===== src/rtl/watchdog_reset_ctrl.sv =====
// Multi-channel watchdog: per-channel idle counters, a stretched system reset pulse with
// hold-off, per-channel early-warning flags and a sticky reset-cause record.
module watchdog_reset_ctrl #(
  parameter int unsigned NUM_CH        = 4,
  parameter int unsigned CNT_W         = 32,
  parameter int unsigned RST_PULSE_CYC = 16,
  parameter int unsigned HOLDOFF_CYC   = 64
) (
  input  logic              clk,
  input  logic              rst_n,
  input  logic [NUM_CH-1:0] ch_enable,
  input  logic [NUM_CH-1:0] ch_kick,
  input  logic [CNT_W-1:0]  cfg_timeout,
  input  logic [CNT_W-1:0]  cfg_warn,
  input  logic [NUM_CH-1:0] cause_clr,
  output logic [NUM_CH-1:0] warn,
  output logic [NUM_CH-1:0] reset_cause,
  output logic              reset_signal,
  output logic              busy
);

  localparam int unsigned TMR_MAX   = (RST_PULSE_CYC > HOLDOFF_CYC) ? RST_PULSE_CYC : HOLDOFF_CYC;
  localparam int unsigned TMR_W     = (TMR_MAX > 1) ? $clog2(TMR_MAX) : 1;
  localparam int unsigned PULSE_LD  = (RST_PULSE_CYC > 0) ? RST_PULSE_CYC - 1 : 0;
  localparam int unsigned HOLD_LD   = (HOLDOFF_CYC > 0) ? HOLDOFF_CYC - 1 : 0;

  typedef enum logic [1:0] {
    ST_IDLE    = 2'd0,
    ST_ASSERT  = 2'd1,
    ST_HOLDOFF = 2'd2
  } state_t;

  state_t            state_q, state_d;
  logic [TMR_W-1:0]  tmr_q, tmr_d;
  logic              reset_signal_d;
  logic              busy_d;
  logic [NUM_CH-1:0] cause_d;
  logic [CNT_W-1:0]  cnt_q [NUM_CH];
  logic [CNT_W-1:0]  cnt_d [NUM_CH];
  logic [NUM_CH-1:0] warn_d;
  logic [NUM_CH-1:0] expire_c;
  logic              warn_on_c;

  assign warn_on_c = (cfg_warn != '0) && (cfg_warn < cfg_timeout);

  // Per-channel counters; anything other than an unkicked, enabled channel in IDLE clears to 0.
  always_comb begin
    for (int i = 0; i < NUM_CH; i++) begin
      cnt_d[i]    = '0;
      warn_d[i]   = 1'b0;
      expire_c[i] = 1'b0;
      if ((state_q == ST_IDLE) && ch_enable[i] && !ch_kick[i]) begin
        if ((cfg_timeout != '0) && (cnt_q[i] == cfg_timeout - CNT_W'(1))) begin
          expire_c[i] = 1'b1;
        end else if (cnt_q[i] != '1) begin
          cnt_d[i] = cnt_q[i] + CNT_W'(1);
        end else begin
          cnt_d[i] = cnt_q[i];
        end
        warn_d[i] = warn_on_c && (cnt_d[i] >= cfg_warn);
      end
    end
  end

  // Pulse/hold-off sequencer.
  always_comb begin
    state_d        = state_q;
    tmr_d          = tmr_q;
    reset_signal_d = reset_signal;
    unique case (state_q)
      ST_IDLE: begin
        if (|expire_c) begin
          state_d        = ST_ASSERT;
          tmr_d          = TMR_W'(PULSE_LD);
          reset_signal_d = 1'b1;
        end
      end
      ST_ASSERT: begin
        if (tmr_q == '0) begin
          reset_signal_d = 1'b0;
          if (HOLDOFF_CYC > 0) begin
            state_d = ST_HOLDOFF;
            tmr_d   = TMR_W'(HOLD_LD);
          end else begin
            state_d = ST_IDLE;
          end
        end else begin
          tmr_d = tmr_q - TMR_W'(1);
        end
      end
      ST_HOLDOFF: begin
        if (tmr_q == '0) begin
          state_d = ST_IDLE;
        end else begin
          tmr_d = tmr_q - TMR_W'(1);
        end
      end
      default: begin
        state_d        = ST_IDLE;
        reset_signal_d = 1'b0;
      end
    endcase
  end

  assign busy_d  = (state_d != ST_IDLE);
  // Newly expiring channels win over a simultaneous clear of the same bit.
  assign cause_d = (reset_cause & ~cause_clr) | expire_c;

  always_ff @(posedge clk or negedge rst_n) begin
    if (!rst_n) begin
      state_q      <= ST_IDLE;
      tmr_q        <= '0;
      reset_signal <= 1'b0;
      busy         <= 1'b0;
      reset_cause  <= '0;
      warn         <= '0;
      for (int i = 0; i < NUM_CH; i++) begin
        cnt_q[i] <= '0;
      end
    end else begin
      state_q      <= state_d;
      tmr_q        <= tmr_d;
      reset_signal <= reset_signal_d;
      busy         <= busy_d;
      reset_cause  <= cause_d;
      warn         <= warn_d;
      for (int i = 0; i < NUM_CH; i++) begin
        cnt_q[i] <= cnt_d[i];
      end
    end
  end

endmodule


===== config.mk =====
export PLATFORM = sky130hd
export DESIGN_NAME = watchdog_reset_ctrl
export DESIGN_NICKNAME = d
export VERILOG_FILES = /design/src/rtl/watchdog_reset_ctrl.sv
export SDC_FILE = /design/constraint.sdc
export NUM_CORES = 1
export LEC_CHECK = 0
export ABC_AREA = 1
export CORE_UTILIZATION = 30
export CTS_CLUSTER_DIAMETER = 30
export CTS_CLUSTER_SIZE = 24
export DETAILED_ROUTE_END_ITERATION = 16
export GPL_TIMING_DRIVEN = 0
export SLEW_MARGIN = 0
export SYNTH_ARGS = -nofsm -noshare
export SYNTH_HDL_FRONTEND = slang
export SYNTH_SLANG_ARGS = --single-unit
export TNS_END_PERCENT = 100

===== constraint.sdc =====
create_clock -name clk -period 4.1 [get_ports clk]
set_input_delay 0.82 -clock clk [delete_from_list [all_inputs] [get_ports clk]]
set_output_delay 0.82 -clock clk [all_outputs]
set_load 0.005 [all_outputs]

==> results.ini, run 1 <==
[status]
status=complete, but fails checks
violations=DRC, setup timing

[route]
drtAntennaViolNets=0
vias=19551
routed_wl_um=74800
wl_per_cell_um=20.0
drc=1
drt_iter0_drc=1937
drt_first_pass_iters=14
routed_via_density=5.22

[worst_setup_path]
crit_arrival_ps=4440
cp_slowest_cell=ha_4
worstSetupStartpointType=input port
end_kind=flop
r2r-start=cnt_q[64]$_DFF_PN0_
cp_top_family=simple AND/OR/NAND/NOR gates
crit_type=in2reg
path_max_fanout=8
critical-path-max-stage-delay_ps=220
worst-path-buf-inv=7
critPathMostFrequentCell=nand2_1
worstPathRequired_ps=4420
startpoint=cfg_timeout[0]

[floorplanning]
die_y_um=240
placementRows=87
fp.dieW_um=240
design.die.area_um2=57800
io_pins=88
core_area_um2=56300
start_util_pct=30.3

[power_and_ir_drop]
power_switching_mw=1.26
totalPowerFinal_mw=4.05
intPower_mw=2.79
seq_power_share_pct=35.8
cellPowerDensity_nw_per_um2=183
p_leak_nw=11.1
ir_worst_vdd_v=0.000250
clkPwrFrac_pct=42.8
combPwrFrac_pct=21.4
sw_frac_of_total_pct=31.1

[logic_synthesis]
synth_xor_area_share_pct=6.19
syn_area_um2=17100
async_reset_ff_share_pct=100
yosys_register_bits=146
synth-simple-area-share_pct=43.4
synth_warnings=0
netlist.area_leader.share_pct=21.4
synth.net_count=3022
seq_area_frac_synth_pct=21.4
synthAdderAreaFrac_pct=12.5
synth_enable_flop_cells=0
synth-compound-area-share_pct=6.13
synthMuxAreaShare_pct=0.176
synth.area.top_cells=dfrtp_1 (21%), nand2_1 (19%), ha_1 (12%)
synth_cells=2774
yosysUniqueCellTypes=57
synthFlopType=dfrtp_1
synth_top_cell_by_area=dfrtp_1
synth_top_family_by_area=simple AND/OR/NAND/NOR gates
postSynthAreaPerCell_um2=6.15

[sta]
final-hold-violation-count=0
slew_headroom_pct=40.6
timing.hold.ws_ps=370
layout_setup_ws_ps=-18.9
min_period_ps=4120
tightest_slew_ps=882
worst_clock_skew_ps=10.4
rsz0062_at_grt=yes
finalSetupViolCount=2
period_share_pct=100
fmax_mhz=243
tns_ps=-37.0
slew_viol_final=0

[cts]
cts_buffers=17
cts_tree=yes
cts_buffer_depth=2
insertion_delay_ps=450
cts.sinks=146
h-tree-depth=4
cts_hold_buf=0
cts.clk_slew.worst_paths_ps=60
cts-root-buf=clkbuf_16

[final_layout]
area.growth.synth_to_final_pct=29.9
antennaDiodeCount=0
finalNetCount=3223
final_cell_area_um2=22100
final_util_pct=39.4
stdcell_count=3744
drive_gt1_share_pct=17.8

[place]
gp_congestion=1.06
place_inst=3617
dp_slack_ps=-1970
dp_hpwl_um=60500
dpl-instance-area_um2=18900
numPortBuffers=86

[grt]
overflow=0
antenna_found_initial=0
grt_first_pass_wirelength_um=109000
first_global_vias=18669
grt_max_degree=88
grt_usage_pct=25.7

[run]
max_cap_viol_count=0

[min_path]
worstHoldPathType=in2async

repair_timing:
| item | in CTS | in global routing |
|---|---|---|
| endpoints found under the hold margin | 0 | 0 |
| gates resized for setup | 525 | 76 |
| setup buffers | 85 | 7 |
| cloned | 3 | 0 |
| endpoints found under the setup margin | 4 | 4 |
| pin swaps | 149 | 64 |
synthesized netlist by cell type, drive strengths merged (4+ instances only):
| library cell | count |
|---|---|
| dfrtp | 146 |
| a211oi | 10 |
| nor3 | 71 |
| o211ai | 7 |
| o21ai | 45 |
| nand3b | 10 |
| ha | 170 |
| inv | 424 |
| nor4b | 4 |
| nor2 | 410 |
| o21a | 7 |
| o221ai | 4 |
| a21oi | 87 |
| nand2 | 901 |
| clkbuf | 17 |
| nor3b | 4 |
| xor2 | 113 |
| nand4 | 98 |
| buf | 12 |
| xnor2 | 5 |
| nand3 | 153 |
| nor4 | 46 |
| a221oi | 4 |
metal layers:
metal | GRT usage (%) | routed length [um] | vias up
li1 | - | - | 9291
met1 | 33.7 | 31900 | 9205
met2 | 41.3 | 33100 | 859
met3 | 3.97 | 6080 | 196
met4 | 11.6 | 3760 | 0
met5 | 0 | 0 | -
registers in the layout, indices dropped and copies added (netlist names):
signal and flops:
cnt_q 128, tmr_q 6, state_q 2, reset_cause 4
warn 4, busy 1, reset_signal 1
power groups by stage:
stage | combinational [mW] | clock (mW) | sequential, mW
after floorplan | 0.369 | 0 | 1.48
after global placement | 0.707 | 0 | 1.48
after detailed placement | 0.712 | 0 | 1.48
after CTS | 0.824 | 1.74 | 1.45
after global routing | 0.940 | 1.79 | 1.45
final | 0.867 | 1.73 | 1.45
cells by family after synthesis:
| family | count (synthesis) |
|---|---|
| flip-flops | 146 |
| AND/OR/NAND/NOR | 1704 |
| multiplexers | 3 |
| AO/OA/AOI/OAI | 177 |
| buffers and inverters | 455 |
| adder cells (fa/ha/maj) | 170 |
| XOR/XNOR | 119 |
placed cells by master (no fill, tap or decap), types with 80 or more instances in the layout:
| cell type | count |
|---|---|
| nand2_1 | 743 |
| inv_1 | 404 |
| nor2_1 | 330 |
| ha_1 | 148 |
| dfrtp_1 | 145 |
| nand3_1 | 119 |
| xor2_1 | 111 |
| nand4_1 | 96 |
| nand2_2 | 93 |
| buf_4 | 80 |
final cells by class:
cell class,count,area [um^2]
fillers,5939,34100
clock buffers,23,478
plain buffers,29,234
inverters,426,1620
flip-flops and latches,146,3650
repair buffers,181,1670
multi-input cells,2174,13400
clock inverters,9,153
well taps,756,946
worst register-to-register path, cell delays in order, from the launching register on:
cell and delay [ps]:
dfrtp_2 430, ha_1 210, nand2_1 110, nor3_4 240, nand2_1 100, nor2_1 160, nand4_1 160, nor2_2 190
nand2_1 190, nand2_2 160, nor2_1 70, nand3_1 120, nor2_1 80, nand3_1 160, nor2_1 70, xor2_1 140
nand2_1 120, inv_1 60, ha_1 280, a21oi_1 160, nor2_1 70, a211oi_2 160, o21ai_0 100, nand3_1 70
nand3_1 120, a21oi_2 130, nor3_1 50
path summary, 6_finish.rpt:
path | to | slack (ps) | cells past startpoint
setup reg to reg | warn[1]$_DFF_PN0_ | 70 | 26
setup / recovery | warn[3]$_DFF_PN0_ | -20 | 29
hold / removal | warn[0]$_DFF_PN0_ | 370 | 1
hold reg to reg | reset_signal$_DFFE_PN0P_ | 470 | 2
max in group asynchronous | cnt_q[35]$_DFF_PN0_ | 2820 | 2
min in group clk | reset_signal$_DFFE_PN0P_ | 470 | 2
(Power assumes the default switching activity.)
==> run 2: changes to the inputs <==
==> constraint.sdc (replaced) <==
create_clock -name clk -period 4.3 [get_ports clk]
set_input_delay 0.86 -clock clk [delete_from_list [all_inputs] [get_ports clk]]
set_output_delay 0.86 -clock clk [all_outputs]
set_load 0.005 [all_outputs]
==> run 2 against run 1 <==
  * The run now ends clean
  * Design area down 1.0%
  * Clock skew up 5.4 ps
  * Power down 8.2%
  * Sequential cell count unchanged
  * Sequential power down 5%
  * Setup slack better by 100 ps
  * Critical endpoint is now warn[0]$_DFF_PN0_
  * Largest cell class unchanged
==> results.ini, run 2 (same netlist as run 1, synthesis figures left out) <==
[place]
gp_congestion=1.03  ; was 1.06
dp_hpwl_um=63200  ; was 60500 um
dpl-instance-area_um2=18900  ; about the same
numPortBuffers=86  ; unchanged

[final_layout]
area.growth.synth_to_final_pct=28.5  ; was 29.9%
finalNetCount=3222  ; was 3223
final_util_pct=38.9  ; was 39.4%
reg_top3=cnt_q (128), tmr_q (6)  ; unchanged
drive_gt1_share_pct=17.3  ; was 17.8%
regMostFlops=cnt_q  ; unchanged
antennaDiodeCount=0  ; unchanged
fillerInstances=6136  ; was 5939
final_cell_mix=nand2_1 (760), inv_1 (413), nor2_1 (328)  ; was nand2_1 (743), inv_1 (404), nor2_1 (330)
final_common_cell=nand2_1  ; unchanged
largest_reg_flops=128  ; unchanged
final_cell_area_um2=21900  ; was 22100 um^2

[route]
drtAntennaViolNets=0  ; unchanged
drc=0  ; was 1
drt_first_pass_iters=6  ; was 14
routed_wl_um=76700  ; was 74800 um
wl_per_cell_um=20.5  ; was 20.0 um
vias=19480  ; was 19551
routed_via_density=5.20  ; was 5.22
drt_iter0_drc=1938  ; was 1937

[cts]
insertion_delay_ps=490  ; was 450 ps
cts_buffers=17  ; unchanged
cts-root-buf=clkbuf_16  ; unchanged
cts.clk_slew.worst_paths_ps=70  ; was 60 ps
cts_hold_buf=0  ; unchanged
cts.sinks=146  ; unchanged
h-tree-depth=4  ; unchanged
cts_tree=yes  ; unchanged
cts_buffer_depth=2  ; unchanged

[worst_setup_path]
end_kind=flop  ; unchanged
worstPathRequired_ps=4710  ; was 4420 ps
reg2reg_depth=25  ; was 26
critPathMostFrequentCell=nand2_1  ; unchanged
critical-path-max-stage-delay_ps=270  ; was 220 ps
r2r-end=warn[2]$_DFF_PN0_  ; was warn[1]$_DFF_PN0_
crit_type=in2reg  ; unchanged
r2r_slack_ps=230  ; was 70 ps
startpoint=cfg_timeout[1]  ; was cfg_timeout[0]
crit_arrival_ps=4630  ; was 4440 ps
worstSetupStartpointType=input port  ; unchanged
cp_slowest_cell=ha_4  ; unchanged
path_max_fanout=6  ; was 8
r2r-start=cnt_q[33]$_DFF_PN0_  ; was cnt_q[64]$_DFF_PN0_

[run]
max_cap_viol_count=0  ; unchanged

[power_and_ir_drop]
sw_frac_of_total_pct=35.5  ; was 31.1%
p_leak_nw=11.1  ; about the same
clkPwrFrac_pct=40.5  ; was 42.8%
combPwrFrac_pct=22.3  ; was 21.4%
seq_power_share_pct=37.2  ; was 35.8%
ir_worst_vdd_v=0.000268  ; was 0.000250 V
totalPowerFinal_mw=3.72  ; was 4.05 mW
intPower_mw=2.40  ; was 2.79 mW
power_switching_mw=1.32  ; was 1.26 mW
cellPowerDensity_nw_per_um2=170  ; was 183 nW/um^2

[grt]
first_global_vias=18367  ; was 18669
grt_usage_pct=26.3  ; was 25.7%
overflow=0  ; unchanged
antenna_found_initial=0  ; unchanged
grt_first_pass_wirelength_um=111000  ; was 109000 um
grt_max_degree=104  ; was 88

[sta]
tightest_slew_ps=852  ; was 882 ps
fmax_mhz=237
min_period_ps=4220
timing.hold.ws_ps=265  ; was 370 ps
final-hold-violation-count=0  ; unchanged
slew_viol_final=0  ; unchanged
slew_headroom_pct=42.7  ; was 40.6%
finalSetupViolCount=0  ; was 2
rsz0062_at_grt=yes  ; unchanged
worst_clock_skew_ps=15.8  ; was 10.4 ps
period_share_pct=98.1

[floorplanning]
die_y_um=240  ; unchanged
fp.dieW_um=240  ; unchanged
core_area_um2=56300  ; unchanged
io_pins=88  ; unchanged
placementRows=87  ; unchanged
start_util_pct=30.3  ; unchanged
design.die.area_um2=57800  ; unchanged

[min_path]
worstHoldPathType=in2async  ; unchanged

[status]
status=complete, no violations  ; was complete, but fails checks

run 2: changes by cell type in the layout (fill, tap and decap cells not counted), sizes merged:
cell,before,now
clkdlybuf4s15,9,3
clkinv,5,7
clkbuf,42,41
buf,125,126
inv,423,430
bufinv,4,0
run 2: final cells by class:
cell class / instances / area, um^2 / area share (%)
buffer: 29 / 230 / 1.05
clock buffer: 18 / 429 / 1.96
clock inverter: 14 / 120 / 0.548
inverter: 426 / 1620 / 7.39
multi-input combinational: 2174 / 13400 / 61.0
sequential: 146 / 3650 / 16.7
tap: 756 / 946 / 4.32
timing repair buffer: 180 / 1550 / 7.08
run 2: worst max path at each step:
stage                     endpoint  depth (start not counted)
2_1_floorplan    warn[3]$_DFF_PN0_                         30
3_5_place_dp     warn[0]$_DFF_PN0_                         29
3_3_place_gp   cnt_q[33]$_DFF_PN0_                          1
4_1_cts          warn[0]$_DFF_PN0_                         29
5_1_grt          warn[1]$_DFF_PN0_                         26
6_report         warn[0]$_DFF_PN0_                         30
run 2: critical path: cells and delay by family:
family	cells	cell delay, ps
AND/OR/NAND/NOR	17	1860
adder cells (fa/ha/maj)	2	450
buffers and inverters	5	640
AO/OA/AOI/OAI	6	810
run 2: timing repair:
action,4_1_cts,5_1_grt
gates resized for setup,369,206
setup endpoints to repair,4,4
setup buffers,64,28
pin swaps,88,90
gates cloned,3,0
run 2: metrics by stage:
stage / worst slack [ps] / cells / setup TNS (ps)
after floorplan: 117 / 2774 / 0
after global placement: -4260 / 3616 / -637100
after detailed placement: -2010 / 3617 / -19080
after CTS: -5.19 / 3716 / -5.19
after global routing: -87.9 / 3743 / -216
final: 80.7 / 3743 / 0
run 2: power groups by stage:
stage | registers (mW) | clock network [mW] | logic [mW]
3_3_place_gp | 1.41 | 0 | 0.676
2_1_floorplan | 1.41 | 0 | 0.350
5_1_grt | 1.38 | 1.56 | 0.900
4_1_cts | 1.38 | 1.52 | 0.754
6_report | 1.38 | 1.50 | 0.830
3_5_place_dp | 1.41 | 0 | 0.683
run 2: metal layers:
layer | GRT usage [%] | vias up | wire length, um
met5 | 0 | - | 0
met4 | 11.1 | 0 | 3280
met3 | 3.82 | 149 | 5700
met2 | 42.6 | 816 | 35000
met1 | 34.7 | 9201 | 32700
li1 | - | 9314 | -
